$ cat config.mk
export PLATFORM = sky130hd
export DESIGN_NAME = mul_stall_controller
export DESIGN_NICKNAME = d
export VERILOG_FILES = /design/src/rtl/mul_stall_controller.sv
export SDC_FILE = /design/constraint.sdc
export NUM_CORES = 1
export LEC_CHECK = 0
export BUFFER_PORTS_ARGS = -buffer_cell sky130_fd_sc_hd__clkbuf_2
export CAP_MARGIN = 20
export CORE_MARGIN = 5
export CORE_UTILIZATION = 60
export DETAILED_ROUTE_END_ITERATION = 10
export PLACE_DENSITY = 0.85
export SLEW_MARGIN = 5
export SYNTH_ARGS = -nofsm -noshare
export SYNTH_HDL_FRONTEND = slang
export SYNTH_SLANG_ARGS = --single-unit
$ cat constraint.sdc
create_clock -name clk_i -period 6.4 [get_ports clk_i]
set_input_delay 1.28 -clock clk_i [delete_from_list [all_inputs] [get_ports clk_i]]
set_output_delay 1.28 -clock clk_i [all_outputs]
set_load 0.03 [all_outputs]
$ cat src/rtl/mul_stall_controller.sv
// rtl/mul_stall_controller.sv - EX-stage sequencer for a radix-2 shift-add MUL with pipeline stall
// One partial product per cycle; result and destination are presented for a single DONE cycle.
module mul_stall_controller #(
   parameter int DATA_WIDTH = 32,
   parameter int CNT_WIDTH  = 5
) (
   input  logic                  clk_i,
   input  logic                  rst_n,
   input  logic                  start_i,
   input  logic                  flush_i,
   input  logic [DATA_WIDTH-1:0] src1_i,
   input  logic [DATA_WIDTH-1:0] src2_i,
   input  logic [4:0]            rd_i,
   output logic                  stall_o,
   output logic                  busy_o,
   output logic                  valid_o,
   output logic [DATA_WIDTH-1:0] result_o,
   output logic [4:0]            rd_o
);

   typedef enum logic [1:0] {
      IDLE = 2'd0,
      RUN  = 2'd1,
      DONE = 2'd2
   } state_t;

   localparam logic [CNT_WIDTH-1:0] LAST_CNT = CNT_WIDTH'(DATA_WIDTH - 1);

   state_t                state_q;
   logic [DATA_WIDTH-1:0] mcand_q;
   logic [DATA_WIDTH-1:0] mplier_q;
   logic [DATA_WIDTH-1:0] acc_q;
   logic [CNT_WIDTH-1:0]  cnt_q;
   logic [4:0]            rd_q;

   logic [DATA_WIDTH-1:0] addend_d;
   logic [DATA_WIDTH-1:0] acc_d;
   logic [CNT_WIDTH-1:0]  cnt_d;

   assign addend_d = mplier_q[0] ? mcand_q : '0;
   assign acc_d    = acc_q + addend_d;
   assign cnt_d    = cnt_q + 1'b1;

   // Flush wins over everything except reset; start is only honoured in IDLE.
   always_ff @(posedge clk_i) begin
      if (!rst_n) begin
         state_q  <= IDLE;
         mcand_q  <= '0;
         mplier_q <= '0;
         acc_q    <= '0;
         cnt_q    <= '0;
         rd_q     <= '0;
      end else if (flush_i) begin
         state_q <= IDLE;
      end else begin
         case (state_q)
            IDLE: begin
               if (start_i) begin
                  mcand_q  <= src1_i;
                  mplier_q <= src2_i;
                  acc_q    <= '0;
                  cnt_q    <= '0;
                  rd_q     <= rd_i;
                  state_q  <= RUN;
               end
            end
            RUN: begin
               acc_q    <= acc_d;
               mcand_q  <= mcand_q << 1;
               mplier_q <= mplier_q >> 1;
               cnt_q    <= cnt_d;
               if (cnt_q == LAST_CNT) begin
                  state_q <= DONE;
               end
            end
            DONE: begin
               state_q <= IDLE;
            end
            default: begin
               state_q <= IDLE;
            end
         endcase
      end
   end

   // Stall must act in the same cycle the MUL sits in EX, so these decode the current state.
   always_comb begin
      stall_o  = 1'b0;
      busy_o   = 1'b0;
      valid_o  = 1'b0;
      result_o = '0;
      rd_o     = '0;
      if (rst_n) begin
         busy_o   = (state_q != IDLE);
         result_o = acc_q;
         rd_o     = rd_q;
         case (state_q)
            IDLE:    stall_o = start_i & ~flush_i;
            RUN:     stall_o = ~flush_i;
            DONE:    valid_o = ~flush_i;
            default: stall_o = 1'b0;
         endcase
      end
   end

endmodule

==> out/metrics.csv <==
metric;value;unit
first-pass GRT wire length;26.5;mm
placed cells;922;
actual slew at the worst max-slew pin;1.10;ns
site row count;38;
layout cells sized above 1;19.5;%
syn avg cell area;9.16;µm²
CTS resizes;0;
Slew Viols, Final;0;
number of synthesized flops with an enable pin;0;
RSZ-0062 raised after global routing;no;
post-synthesis cell type count;65;
drt drc;0;
routability cong.;0.901;
Initial Util;61.0;%
max_cap viols;0;
Leak;4.24;nW
Peak Freq;254;MHz
Crit path largest cell delay;0.73;ns
Num CTS Buffers;9;
post-route clock skew;0.0120;ns
Worst Setup End Kind;output pin;
Skew-Pair Late Insertion Delay;0.40;ns
vias in the first global route;5748;
post-synthesis cell count;719;
area of the die;13200;µm²
arrival time worst endpoint;2.66;ns
iteration-0 DRC count of the detailed router;374;
Area growth syn-to-layout;11.5;%
I/O pins;113;
type of the worst min-delay path;reg -> reg;
Worst Path Required;5.12;ns
Core Util, Final;68.0;%
VDD IR-drop max;0.189;mV
Syn Nets;826;
CTS tree;built;
sequential area share after synthesis;32.8;%
postcts setup bufs;0;
reg2reg start;mplier_q[0];
initial antenna violation count;0;
Post-synth ARST share;0;%
H-Tree Level Count;3;
placed cell areas;7120;µm²
setup ws final;2.46;ns
Pre-Repair DR Iteration Count;5;
Final #Nets;902;
die width;115;µm
Final Hold Fails;0;
post-route design area;7340;µm²
outcome;complete, no violations;
worst path cell trace;buf_4 > nand2_1 > nor3_1 > clkbuf_2;
Slew headroom;26.9;%
flop and latch count out of synthesis;108;
Core Box Area;10800;µm²
Root Driver;clkbuf_8;
IO buf count;112;
hold buffers post-CTS;0;
dpl ws;2.44;ns
non-filler cells, final;939;
Post-Route Hold Slack;0.507;ns
setup violators final;0;
vias per inst;6.11;
Fin Setup TNS;0;ns
Ant. Diodes;0;
Slowest cell on crit path;buf_4;
R2R Setup Slk;2.61;ns
clock slew at reported path FFs;0.11;ns
total track usage;24.9;%
WL/cell;17.1;µm
worst-case clock buffer depth;2;
hpwl dp;11.3;mm
synthesized area;6580;µm²
Die H;115;µm
crit start category;primary input;
routed wire length;16.0;mm
clk sinks;108;
Fillers;857;
via count;5736;
Synth Flop Type;dfxtp_1;
post-route clock period utilization;61.5;%
crit path kind;in -> out;
gr ovfl total;0;
Final ANT Viol Nets;0;
Ys Warns;0;
largest net degree at the start of global routing;126;
Pwr Density;179;nW/µm²
Hold Path Origin;mplier_q[1];
total design power;1.32;mW
worst setup path startpoint;rst_n;
crit path max fanout;119;
min Tclk post-route;3.94;ns
## Yosys cell counts (14+ instances only)
| cell type | count | share of area, % |
|---|---|---|
| dfxtp_1 | 108 | 33 |
| nand2_1 | 85 | 4.8 |
| and2_1 | 71 | 6.7 |
| mux2i_1 | 68 | 10 |
| o211a_1 | 66 | 10 |
| clkbuf_1 | 39 | 2.2 |
| ha_1 | 33 | 6.3 |
| a21oi_1 | 25 | 1.9 |
| a22o_1 | 20 | 2.7 |
| o21ai_0 | 18 | 1.4 |
| nand3_1 | 15 | 1.1 |
| a21o_1 | 14 | 1.6 |
| nor2b_1 | 14 | 1.3 |
## registers in the layout (all words and copies together), names as in the netlist
signal    count
state_q       2
mcand_q      32
acc_q        32
cnt_q         5
rd_q          5
mplier_q     32
## power by group
group	switching (mW)	internal, mW	total, mW
clock	0.250	0.157	0.406
combinational	0.0949	0.0842	0.179
sequential	0.0262	0.706	0.732
## final timing paths
kind | endpoint | depth (start not counted)
setup / recovery | valid_o | 4
hold reg to reg | mplier_q[1] | 1
hold / removal | mplier_q[1] | 1
setup reg to reg | acc_q[16] | 12
## layout by cell type (no fill, tap or decap), types with 5 or more instances in the layout
| master | count |
|---|---|
| clkbuf_2 | 111 |
| dfxtp_1 | 108 |
| nand2_1 | 85 |
| and2_1 | 71 |
| mux2i_1 | 68 |
| o211a_1 | 66 |
| ha_1 | 33 |
| a21oi_1 | 25 |
| a22o_1 | 20 |
| o21ai_0 | 17 |
| nand3_1 | 15 |
| a21o_1 | 14 |
| nor2b_1 | 14 |
| xnor2_1 | 13 |
| clkbuf_8 | 10 |
| nor3_1 | 8 |
| a211oi_1 | 8 |
| xor2_1 | 8 |
| nor2_1 | 7 |
| inv_1 | 5 |
| o21a_1 | 5 |
| nand4_1 | 5 |
| a22oi_1 | 5 |
## routing by layer
| layer | GRT usage (%) | up-vias | share of wire, % |
|---|---|---|---|
| met3 | 6.74 | 38 | 6.1 |
| met1 | 29.9 | 2744 | 43 |
| met5 | 0 | - | 0 |
| met4 | 9.47 | 0 | 2.5 |
| li1 | - | 2772 | - |
| met2 | 42.6 | 182 | 48 |
## worst max-delay path: cells and delay by family
| kind | cells | cell delay, ns |
|---|---|---|
| buf+inv | 2 | 0.97 |
| simple gates | 2 | 0.29 |
## area by class of cell
cell class              count  area [µm²]  share of cell area [%]
well taps                 140         175                    2.39
clock buffers              10         138                    1.87
clock inverters             5        43.8                   0.596
inverters                   5        18.8                   0.256
repair buffers            117         628                    8.55
flip-flops and latches    108        2160                    29.4
multi-input cells         554        4180                    56.9
## logic make-up (layout without fill, tap and decap cells)
group           after synthesis  in the layout  share of synthesized area [%]
fa+ha+maj                    34             34                           6.58
mux                          68             68                           10.3
xor+xnor                     21             21                           2.79
flops                       108            108                           32.8
buf+inv                      57            137                           4.01
simple gates                240            240                           19.8
compound gates              191            191                           23.7
Power figures use the tool's default switching activity.
